File: src/rtl/ukf_mask_pkg.sv
// Shared constants and state encoding for the row-mask deserializer.
package ukf_mask_pkg;

    localparam int LANES         = 4;
    localparam int BITS_PER_LANE = 8;
    localparam int MASK_W        = 32;
    localparam int CNT_W         = 6;

    typedef enum logic [1:0] {
        IDLE     = 2'd0,
        SHIFT    = 2'd1,
        WAIT_LOW = 2'd2
    } mask_des_state_t;

endpackage

File: src/rtl/mask_deserializer_if.sv
// Result bus from the deserializer to the Cholesky/lower-update control.
// Handshake: a word transfers on every rising clock edge where mask_valid and
// mask_ready are both high; mask_valid stays high and the payload stays stable
// until that edge, and mask_ready may be high at any time.
interface mask_deserializer_if;
    import ukf_mask_pkg::*;

    logic [MASK_W-1:0] mask_word;
    logic              mask_valid;
    logic              mask_ready;
    logic [CNT_W-1:0]  active_count;
    logic              thermo;

    modport master (
        output mask_word,
        output mask_valid,
        output active_count,
        output thermo,
        input  mask_ready
    );

    modport slave (
        input  mask_word,
        input  mask_valid,
        input  active_count,
        input  thermo,
        output mask_ready
    );

endinterface

File: src/rtl/mask_popcount.sv
// Combinational 32 -> 6 population count built as a balanced adder tree.
module mask_popcount
    import ukf_mask_pkg::*;
(
    input  logic [MASK_W-1:0] word,
    output logic [CNT_W-1:0]  count
);

    logic [1:0] lvl1 [16];
    logic [2:0] lvl2 [8];
    logic [3:0] lvl3 [4];
    logic [4:0] lvl4 [2];

    // Level 1: add adjacent bit pairs.
    always_comb begin
        for (int i = 0; i < 16; i++) begin
            lvl1[i] = {1'b0, word[2*i]} + {1'b0, word[2*i+1]};
        end
    end

    // Level 2: add adjacent 2-bit sums.
    always_comb begin
        for (int i = 0; i < 8; i++) begin
            lvl2[i] = {1'b0, lvl1[2*i]} + {1'b0, lvl1[2*i+1]};
        end
    end

    // Level 3: add adjacent 3-bit sums.
    always_comb begin
        for (int i = 0; i < 4; i++) begin
            lvl3[i] = {1'b0, lvl2[2*i]} + {1'b0, lvl2[2*i+1]};
        end
    end

    // Level 4: add adjacent 4-bit sums.
    always_comb begin
        for (int i = 0; i < 2; i++) begin
            lvl4[i] = {1'b0, lvl3[2*i]} + {1'b0, lvl3[2*i+1]};
        end
    end

    // Final stage: 0..32 fits in six bits.
    always_comb begin
        count = {1'b0, lvl4[0]} + {1'b0, lvl4[1]};
    end

endmodule

File: src/rtl/mask_deserializer.sv
// Rebuilds the 32-bit lower-triangular row mask from four LSB-first serial
// lanes, registers it with its popcount and thermometer flag, and hands it
// downstream through a valid/ready register slice.
module mask_deserializer
    import ukf_mask_pkg::*;
(
    input  logic                clock,
    input  logic                reset_n,
    input  logic                lane_en,
    input  logic                data_in1,
    input  logic                data_in2,
    input  logic                data_in3,
    input  logic                data_in4,
    mask_deserializer_if.master mask_bus,
    output logic                frame_abort,
    output logic                overrun,
    output logic [1:0]          state_dbg
);

    localparam logic [1:0] S_IDLE     = IDLE;
    localparam logic [1:0] S_SHIFT    = SHIFT;
    localparam logic [1:0] S_WAIT_LOW = WAIT_LOW;
    localparam logic [2:0] LAST_BIT   = 3'(BITS_PER_LANE - 1);

    logic [1:0]        state;
    logic [1:0]        state_nx;
    logic [2:0]        b;
    logic [MASK_W-1:0] shreg;
    logic [MASK_W-1:0] asm_word;
    logic [LANES-1:0]  lanes;
    logic [CNT_W-1:0]  asm_count;
    logic [MASK_W:0]   asm_ext;
    logic              asm_thermo;
    logic              frame_done;
    logic              load_ok;

    assign lanes     = {data_in4, data_in3, data_in2, data_in1};
    assign state_dbg = state;

    // Current word: stored bits plus this edge's lane bits at 4*b+k.
    always_comb begin
        asm_word = shreg;
        for (int k = 0; k < LANES; k++) begin
            asm_word[{b, 2'(k)}] = lanes[k];
        end
    end

    mask_popcount u_popcount (
        .word  (asm_word),
        .count (asm_count)
    );

    // A value is 2^n-1 exactly when adding one clears every set bit; the
    // extra top bit lets all-ones wrap cleanly.
    always_comb begin
        asm_ext    = {1'b0, asm_word};
        asm_thermo = ((asm_ext & (asm_ext + 33'd1)) == '0);
    end

    // E8 detection and whether the output slot can take the new word.
    always_comb begin
        frame_done = (state == S_SHIFT) && lane_en && (b == LAST_BIT);
        load_ok    = frame_done && (!mask_bus.mask_valid || mask_bus.mask_ready);
    end

    // Next-state logic; a frame only re-arms after lane_en has been low.
    always_comb begin
        state_nx = state;
        case (state)
            S_IDLE:     if (lane_en) state_nx = S_SHIFT;
            S_SHIFT: begin
                if (!lane_en)             state_nx = S_IDLE;
                else if (b == LAST_BIT)   state_nx = S_WAIT_LOW;
            end
            S_WAIT_LOW: if (!lane_en) state_nx = S_IDLE;
            default:    state_nx = S_IDLE;
        endcase
    end

    // Shift register, bit counter, output slice and status flags.
    always_ff @(posedge clock or negedge reset_n) begin
        if (!reset_n) begin
            state                 <= S_IDLE;
            b                     <= '0;
            shreg                 <= '0;
            frame_abort           <= 1'b0;
            overrun               <= 1'b0;
            mask_bus.mask_word    <= '0;
            mask_bus.mask_valid   <= 1'b0;
            mask_bus.active_count <= '0;
            mask_bus.thermo       <= 1'b0;
        end else begin
            state       <= state_nx;
            frame_abort <= 1'b0;

            case (state)
                S_SHIFT: begin
                    if (!lane_en) begin
                        frame_abort <= 1'b1;
                        b           <= '0;
                        shreg       <= '0;
                    end else if (b == LAST_BIT) begin
                        b     <= '0;
                        shreg <= '0;
                    end else begin
                        b     <= b + 3'd1;
                        shreg <= asm_word;
                    end
                end
                default: b <= '0;
            endcase

            if (load_ok) begin
                mask_bus.mask_word    <= asm_word;
                mask_bus.active_count <= asm_count;
                mask_bus.thermo       <= asm_thermo;
                mask_bus.mask_valid   <= 1'b1;
            end else if (frame_done) begin
                overrun <= 1'b1;
            end else if (mask_bus.mask_valid && mask_bus.mask_ready) begin
                mask_bus.mask_valid <= 1'b0;
            end
        end
    end

endmodule
File: src/flat_wrapper.sv
// flat-port wrapper written by rule: the top's interface ports become plain ports
module mask_deserializer_flat import ukf_mask_pkg::*;
  (clock, reset_n, lane_en, data_in1, data_in2, data_in3, data_in4, frame_abort, overrun, state_dbg, mask_bus_mask_word, mask_bus_mask_valid, mask_bus_active_count, mask_bus_thermo, mask_bus_mask_ready);
  mask_deserializer_if mask_bus_i ();
  input  logic clock;
  input  logic reset_n;
  input  logic lane_en;
  input  logic data_in1;
  input  logic data_in2;
  input  logic data_in3;
  input  logic data_in4;
  output logic frame_abort;
  output logic overrun;
  output logic [1:0] state_dbg;
  output wire logic [$bits(mask_bus_i.mask_word)-1:0] mask_bus_mask_word;
  output wire logic [$bits(mask_bus_i.mask_valid)-1:0] mask_bus_mask_valid;
  output wire logic [$bits(mask_bus_i.active_count)-1:0] mask_bus_active_count;
  output wire logic [$bits(mask_bus_i.thermo)-1:0] mask_bus_thermo;
  input wire logic [$bits(mask_bus_i.mask_ready)-1:0] mask_bus_mask_ready;
  assign mask_bus_mask_word = mask_bus_i.mask_word;
  assign mask_bus_mask_valid = mask_bus_i.mask_valid;
  assign mask_bus_active_count = mask_bus_i.active_count;
  assign mask_bus_thermo = mask_bus_i.thermo;
  assign mask_bus_i.mask_ready = mask_bus_mask_ready;
  mask_deserializer u_core (.clock(clock), .reset_n(reset_n), .lane_en(lane_en), .data_in1(data_in1), .data_in2(data_in2), .data_in3(data_in3), .data_in4(data_in4), .mask_bus(mask_bus_i), .frame_abort(frame_abort), .overrun(overrun), .state_dbg(state_dbg));
endmodule
File: config.mk
export PLATFORM = sky130hd
export DESIGN_NAME = mask_deserializer_flat
export DESIGN_NICKNAME = d
export VERILOG_FILES = /design/src/rtl/ukf_mask_pkg.sv /design/src/rtl/mask_deserializer_if.sv /design/src/rtl/mask_popcount.sv /design/src/rtl/mask_deserializer.sv /design/src/flat_wrapper.sv
export SDC_FILE = /design/constraint.sdc
export NUM_CORES = 1
export LEC_CHECK = 0
export CELL_PAD_IN_SITES_DETAIL_PLACEMENT = 1
export CELL_PAD_IN_SITES_GLOBAL_PLACEMENT = 1
export CORE_ASPECT_RATIO = 0.6
export CORE_MARGIN = 3
export CORE_UTILIZATION = 25
export DETAILED_ROUTE_END_ITERATION = 7
export GPL_TIMING_DRIVEN = 0
export PLACE_DENSITY_LB_ADDON = 0.1
export SYNTH_ARGS = -nofsm -noshare
export SYNTH_HDL_FRONTEND = slang
export SYNTH_HIERARCHICAL = 1
export SYNTH_SLANG_ARGS = --single-unit
File: constraint.sdc
create_clock -name clock -period 7.3 [get_ports clock]
set_input_delay 1.46 -clock clock [delete_from_list [all_inputs] [get_ports clock]]
set_output_delay 1.46 -clock clock [all_outputs]
set_load 0.03 [all_outputs]
Word-level counts from Yosys, hierarchy flattened
Cells that the tools add are included.
- bits in registers: 79
- input port bits: 8
- output and inout port bits: 44
- logic and storage cells: 102
- add/sub/neg operators: 33
- magnitude comparators: 8
- equal/unequal tests: 7
- mux-type cells: 27
- bitwise gates (word level): 2
- reductions and logical operators: 16
- operators with widths (operator ; count):
    32-bit bitwise mux ; 4
    32-bit 2-to-1 mux ; 2
    32-bit by 1-bit adder with 33-bit output (second input constant) ; 1
    32-bit by 33-bit bitwise AND with 33-bit output ; 1
    33-bit zero test ; 1
    1-bit by 1-bit adder with 2-bit output ; 16
    2-bit by 2-bit adder with 3-bit output ; 8
    5-bit by 6-bit < comparator with 1-bit output (second input constant) ; 4
    5-bit by 1-bit >= comparator with 1-bit output (second input constant) ; 4
    3-bit by 3-bit adder with 4-bit output ; 4
    1-bit demux with 3-bit select ; 4
    4-bit by 4-bit adder with 5-bit output ; 2
    1-bit 2-to-1 mux ; 9
    3-bit 2-to-1 mux ; 3
    1-bit logical AND ; 8
    2-bit 2-to-1 mux ; 4
    5-bit by 5-bit adder with 6-bit output ; 1
    2-bit inequality test (second input constant) ; 3
    2-bit one-hot mux with 3 select lines ; 1
    2-bit AND reduction ; 2
    3-bit by 1-bit adder with 3-bit output (second input constant) ; 1
    3-bit equality test (second input constant) ; 1
    3-bit inequality test (second input constant) ; 1
    3-bit AND reduction ; 1
    7 further kinds ; 7

Longest topological paths before layout
- depth in word-level cells: 13
- depth in mapped cells: 22
- mapped depth without buffers: 20

By module
Netlist, hierarchy kept.
- by module, submodules not included (module ; times used ; cells an instance ; area an instance (um^2) ; seq. area each (um^2)):
    mask_deserializer ; 1 ; 418 ; 3986.3 ; 1976.9
    mask_popcount ; 1 ; 73 ; 758.2 ; 0.0

Worst setup path after synthesis
Ideal clock, no wire load.
- path kind: in2reg
- start: in data_in2
- end: reg u_core.mask_bus.active_count[4]
- library setup time: 125 ps
- arrival time: 6369 ps
- data required time: 7175 ps
- slack: 807 ps
- stages: 20
- buffers on the path: 2
- cells stage by stage: clkbuf_1 > clkbuf_1 > mux2_2 > inv_1 > fa_1 > inv_1 > fa_1 > fa_1 > fa_1 > fa_1 > inv_1 > fa_1 > inv_1 > ha_1 > inv_1 > fa_1 > nand2b_1 > a21oi_2 > xor2_1 > mux2_2
- longest elaborated chain between the ends: 8
- elaborated cells on any way between the ends: 34
- classes of those cells: 31 x add/sub; 3 x mux
- RTL lines (element ; RTL line ; RTL):
    start: declaration ; flat_wrapper.sv:9 ; input logic data_in2;
    32-bit bitwise mux (3 in a row) ; mask_deserializer.sv:44 ; asm_word[{b, 2'(k)}] = lanes[k];
    via u_core.asm_word[1] ; mask_deserializer.sv:29 ; logic [MASK_W-1:0] asm_word;
    1-bit by 1-bit adder with 2-bit output ; mask_popcount.sv:17 ; lvl1[i] = {1'b0, word[2*i]} + {1'b0, word[2*i+1]};
    2-bit by 2-bit adder with 3-bit output ; mask_popcount.sv:24 ; lvl2[i] = {1'b0, lvl1[2*i]} + {1'b0, lvl1[2*i+1]};
    3-bit by 3-bit adder with 4-bit output ; mask_popcount.sv:31 ; lvl3[i] = {1'b0, lvl2[2*i]} + {1'b0, lvl2[2*i+1]};
    4-bit by 4-bit adder with 5-bit output ; mask_popcount.sv:38 ; lvl4[i] = {1'b0, lvl3[2*i]} + {1'b0, lvl3[2*i+1]};
    5-bit by 5-bit adder with 6-bit output ; mask_popcount.sv:44 ; count = {1'b0, lvl4[0]} + {1'b0, lvl4[1]};
    via u_core.asm_count[4] ; mask_deserializer.sv:31 ; logic [CNT_W-1:0] asm_count;
    end signal: assignment ; mask_deserializer.sv:115 ; mask_bus.active_count <= asm_count;
    end: declaration ; mask_deserializer_if.sv:17 ; output active_count,
The timed path passes the listed nets, and every way through them passes these cells.
A chain may end at the register's enable or synchronous reset.

Final worst setup path
- start: in data_in4
- end: reg u_core.mask_bus.active_count[4]
- longest elaborated chain between the ends: 6
- elaborated cells on any way between the ends: 32
- classes of those cells: 31 x add/sub; 1 x mux
- RTL lines (element ; RTL line ; RTL):
    start: declaration ; flat_wrapper.sv:11 ; input logic data_in4;
    32-bit bitwise mux ; mask_deserializer.sv:44 ;
    via u_core.asm_word[27] ; mask_deserializer.sv:29 ;
    1-bit by 1-bit adder with 2-bit output ; mask_popcount.sv:17 ;
    2-bit by 2-bit adder with 3-bit output ; mask_popcount.sv:24 ;
    3-bit by 3-bit adder with 4-bit output ; mask_popcount.sv:31 ;
    4-bit by 4-bit adder with 5-bit output ; mask_popcount.sv:38 ;
    5-bit by 5-bit adder with 6-bit output ; mask_popcount.sv:44 ;
    via u_core.asm_count[4] ; mask_deserializer.sv:31 ;
The timed path passes the listed nets, and every way through them passes these cells.

==> flow_summary_export.csv <==
group,metric,value,unit
outcome,outcome,"complete, no violations",
clock_tree,cts_buffer_depth,2,
synthesis,yosysWarnings,6,
final_layout,multi_input_area,2460,um^2
synthesis,netlist_top_cells_count,"dfrtp_1 (79), nand2_1 (75), o21ai_0 (71), inv_1 (61), mux2i_1 (29)",
final_layout,utilization,32.2,%
synthesis,synthFlopType,"dfrtp_1",
sta,hold_viol_final,0,
sta,slew_viol_final,0,
setup_path,timing_worst_setup_path_type,"input port to flop",
route,routedWlPerCell,19.9,um
grt,grt_pass1_vias,4139,
power,power,1.11,mW
setup_path,startpoint,"data_in4",
synthesis,yosysMostFrequentCell,"dfrtp_1",
synthesis,yosys.area.top_type,"dfrtp_1",
sta,slew-limit-headroom,49.0,%
power,ir_drop,0.0928,mV
setup_path,worstReg2RegStart,"u_core/b[0]$_DFF_PN0_",
floorplanning,num_rows,38,
floorplanning,dieArea,20700,um^2
route,num_vias,3859,
final_layout,fin_nets,594,
worst_hold_path,min_path_type,"flop to flop",
grt,grt-ovfl-total,0,
floorplanning,die_h,113,um
grt,grt_usage,16.2,%
route,first_pass_iters,5,
route,first_iter_violations,289,
sta,period_minus_slack,7.06,ns
synthesis,syn_inst,491,
synthesis,avgSynthCellArea,9.66,um^2
setup_path,crit_fanout,10,
floorplanning,io_pins,52,
synthesis,synth_seq_cells,79,
floorplanning,die_w,184,um
route,drc,0,
clock_tree,clock_latency,0.35,ns
power,powerDensity,188,nW/um^2
clock_tree,cts_tree,"built",
synthesis,syn_nets,532,
synthesis,synth-edff-count,0,
sta,tightest_slew,0.765,ns
sta,finalCritPeriodShare,96.7,%
floorplanning,start_util,25.9,%
floorplanning,coreArea,18400,um^2
clock_tree,htree_levels,3,
power,leakage,2.86,nW
sta,setup_viol,0,
synthesis,synth_compound_area_share,14.1,%
setup_path,worstPathArrival,7.29,ns
placed_design,finalWeightedCongestion,0.872,
synthesis,synth_top_family_by_area,"compound AO/OA/AOI/OAI gates",
final_layout,syn_to_final_growth,24.4,%
route,drtAntennaViolNets,0,
placed_design,numPortBuffers,50,
clock_tree,cts_setup_buffers,0,
final_layout,fin_cells,798,
sta,skew,0.00571,ns
synthesis,synthTopCellsByArea,"dfrtp_1 (42%), fa_1 (10%), o21ai_0 (7.5%), mux2i_1 (6.1%), nand2_1 (5.9%)",
clock_tree,path_clk_slew,0.06,ns
grt,antenna_found_initial,0,
placed_design,dpl.hpwl,12.2,mm
placed_design,placed_area,5560,um^2
grt,grt_first_pass_wirelength,25.4,mm
placed_design,place_ws,-0.393,ns
clock_tree,cts_sinks,79,
route,avgViaCountPerCell,4.84,
sta,hold_ws,0.475,ns
clock_tree,postCtsHoldBufs,0,
clock_tree,cts_root_buf,"clkbuf_16",
final_layout,regArea,1980,um^2
setup_path,end_kind,"flop",
sta,finalSetupTns,0,ns
synthesis,ys_seq_area_share,41.7,%
clock_tree,numCtsBuffers,9,
placed_design,dp_cells,782,
synthesis,synthArstFlopShare,100,%
synthesis,synthesis.area,4740,um^2
final_layout,nFillCells,2105,
final_layout,layout-drive-gt1-share,9.68,%
sta,fmax,142,MHz
worst_hold_path,hp-start,"u_core/mask_bus.mask_word[27]$_DFFE_PN0P_",
synthesis,synth-simple-area-share,14.0,%
synthesis,synthMuxAreaShare,9.92,%
sta,rsz0062_at_grt,"no",
route,drt-total-wl,15.9,mm
flow_run,max-cap-violations,0,
final_layout,final_cell_area,5900,um^2
sta,fin_ws,0.244,ns
setup_path,startpoint_type,"input port",
grt,grt_max_degree,41,
synthesis,synth_fa_ha_area_share,12.5,%
synthesis,yosysUniqueCellTypes,54,
synthesis,synth_top_area_share,41.7,%
setup_path,critPathRequiredTime,7.53,ns
final_layout,antenna_cells,0,
synthesis,synth_xor_area_share,0.554,%
[layout make-up]
| class | instances | area share (%) |
|---|---|---|
| Sequential cell | 79 | 33.5 |
| Clock buffer | 14 | 4.47 |
| Buffer | 23 | 1.93 |
| Multi-Input combinational cell | 327 | 41.6 |
| Inverter | 62 | 3.94 |
| Tap cell | 240 | 5.09 |
| Timing Repair Buffer | 51 | 8.78 |
| Clock inverter | 2 | 0.657 |
[layout by cell type, fill, tap and decap left out, drive strengths merged, types with 4 or more instances in the layout]
master and count:
clkbuf 32, buf 7, ha 9, mux2 16
mux2i 29, nand4 8, dfrtp 79, nor3 4
nor2 12, fa 24, clkdlybuf4s50 49, nand3 13
o31ai 4, a21oi 11, inv 62, nor3b 4
nand2 75, o21ai 71
[power breakdown]
part	switching, mW	leakage (nW)	total (mW)	internal, mW
Combinational	0.116	1.62	0.187	0.0708
Sequential	0.00600	1.09	0.449	0.443
Clock	0.186	0.147	0.471	0.285
Total	0.309	2.86	1.11	0.799
[worst max-delay path, stage by stage]
cell and delay [ns]:
clkdlybuf4s50_1 0.60, clkbuf_2 0.37, mux2i_2 0.49, inv_1 0.12, fa_1 0.53, fa_1 0.43
fa_1 0.52, fa_1 0.45, fa_1 0.52, inv_1 0.05, fa_1 0.43, inv_1 0.07
ha_1 0.16, inv_1 0.05, fa_1 0.40, nand2b_1 0.18, a21oi_2 0.13, xor2_1 0.07
mux2_2 0.25
[sequential cells by signal, summed over array words and instances (netlist names)]
signal / cells
u_core/state_dbg: 2
u_core/b: 3
u_core/mask_bus.active_count: 6
u_core/overrun: 1
u_core/frame_abort: 1
u_core/shreg: 32
u_core/mask_bus.mask_word: 32
u_core/mask_bus.thermo: 1
u_core/mask_bus.mask_valid: 1
[worst paths after layout]
path,to,slack [ns],cells past startpoint
worst min register to register,u_core/mask_bus.mask_word[27]$_DFFE_PN0P_,0.47,2
worst max-delay path,u_core/mask_bus.active_count[4]$_DFFE_PN0P_,0.24,19
min in group asynchronous,u_core/mask_bus.mask_valid$_DFFE_PN0P_,1.09,1
worst max register to register,u_core/mask_bus.active_count[4]$_DFFE_PN0P_,0.88,19
max in group asynchronous,u_core/shreg[20]$_DFFE_PN0P_,5.57,2
worst min-delay path,u_core/mask_bus.mask_word[27]$_DFFE_PN0P_,0.47,2
[logic make-up after synthesis]
| family | Yosys count |
|---|---|
| simple gates | 135 |
| fa+ha+maj | 33 |
| flops | 79 |
| xor+xnor | 3 |
| buf+inv | 85 |
| compound gates | 111 |
| mux | 45 |
[metal layers]
| layer | global-route usage (%) | vias up | part of all wire (%) |
|---|---|---|---|
| met2 | 21.6 | 84 | 39 |
| met1 | 26.4 | 1981 | 56 |
| li1 | - | 1785 | - |
| met3 | 3.92 | 9 | 5.2 |
| met5 | 0 | - | 0 |
| met4 | 2.72 | 0 | 0.67 |
[timing repair]
| item | CTS | global route |
|---|---|---|
| resized for setup | 2 | 9 |
| pin swaps | 0 | 0 |
| setup endpoints to repair | 1 | 1 |
| endpoints found under the hold margin | 0 | 0 |
No activity file was read; power rests on OpenSTA's default activity.
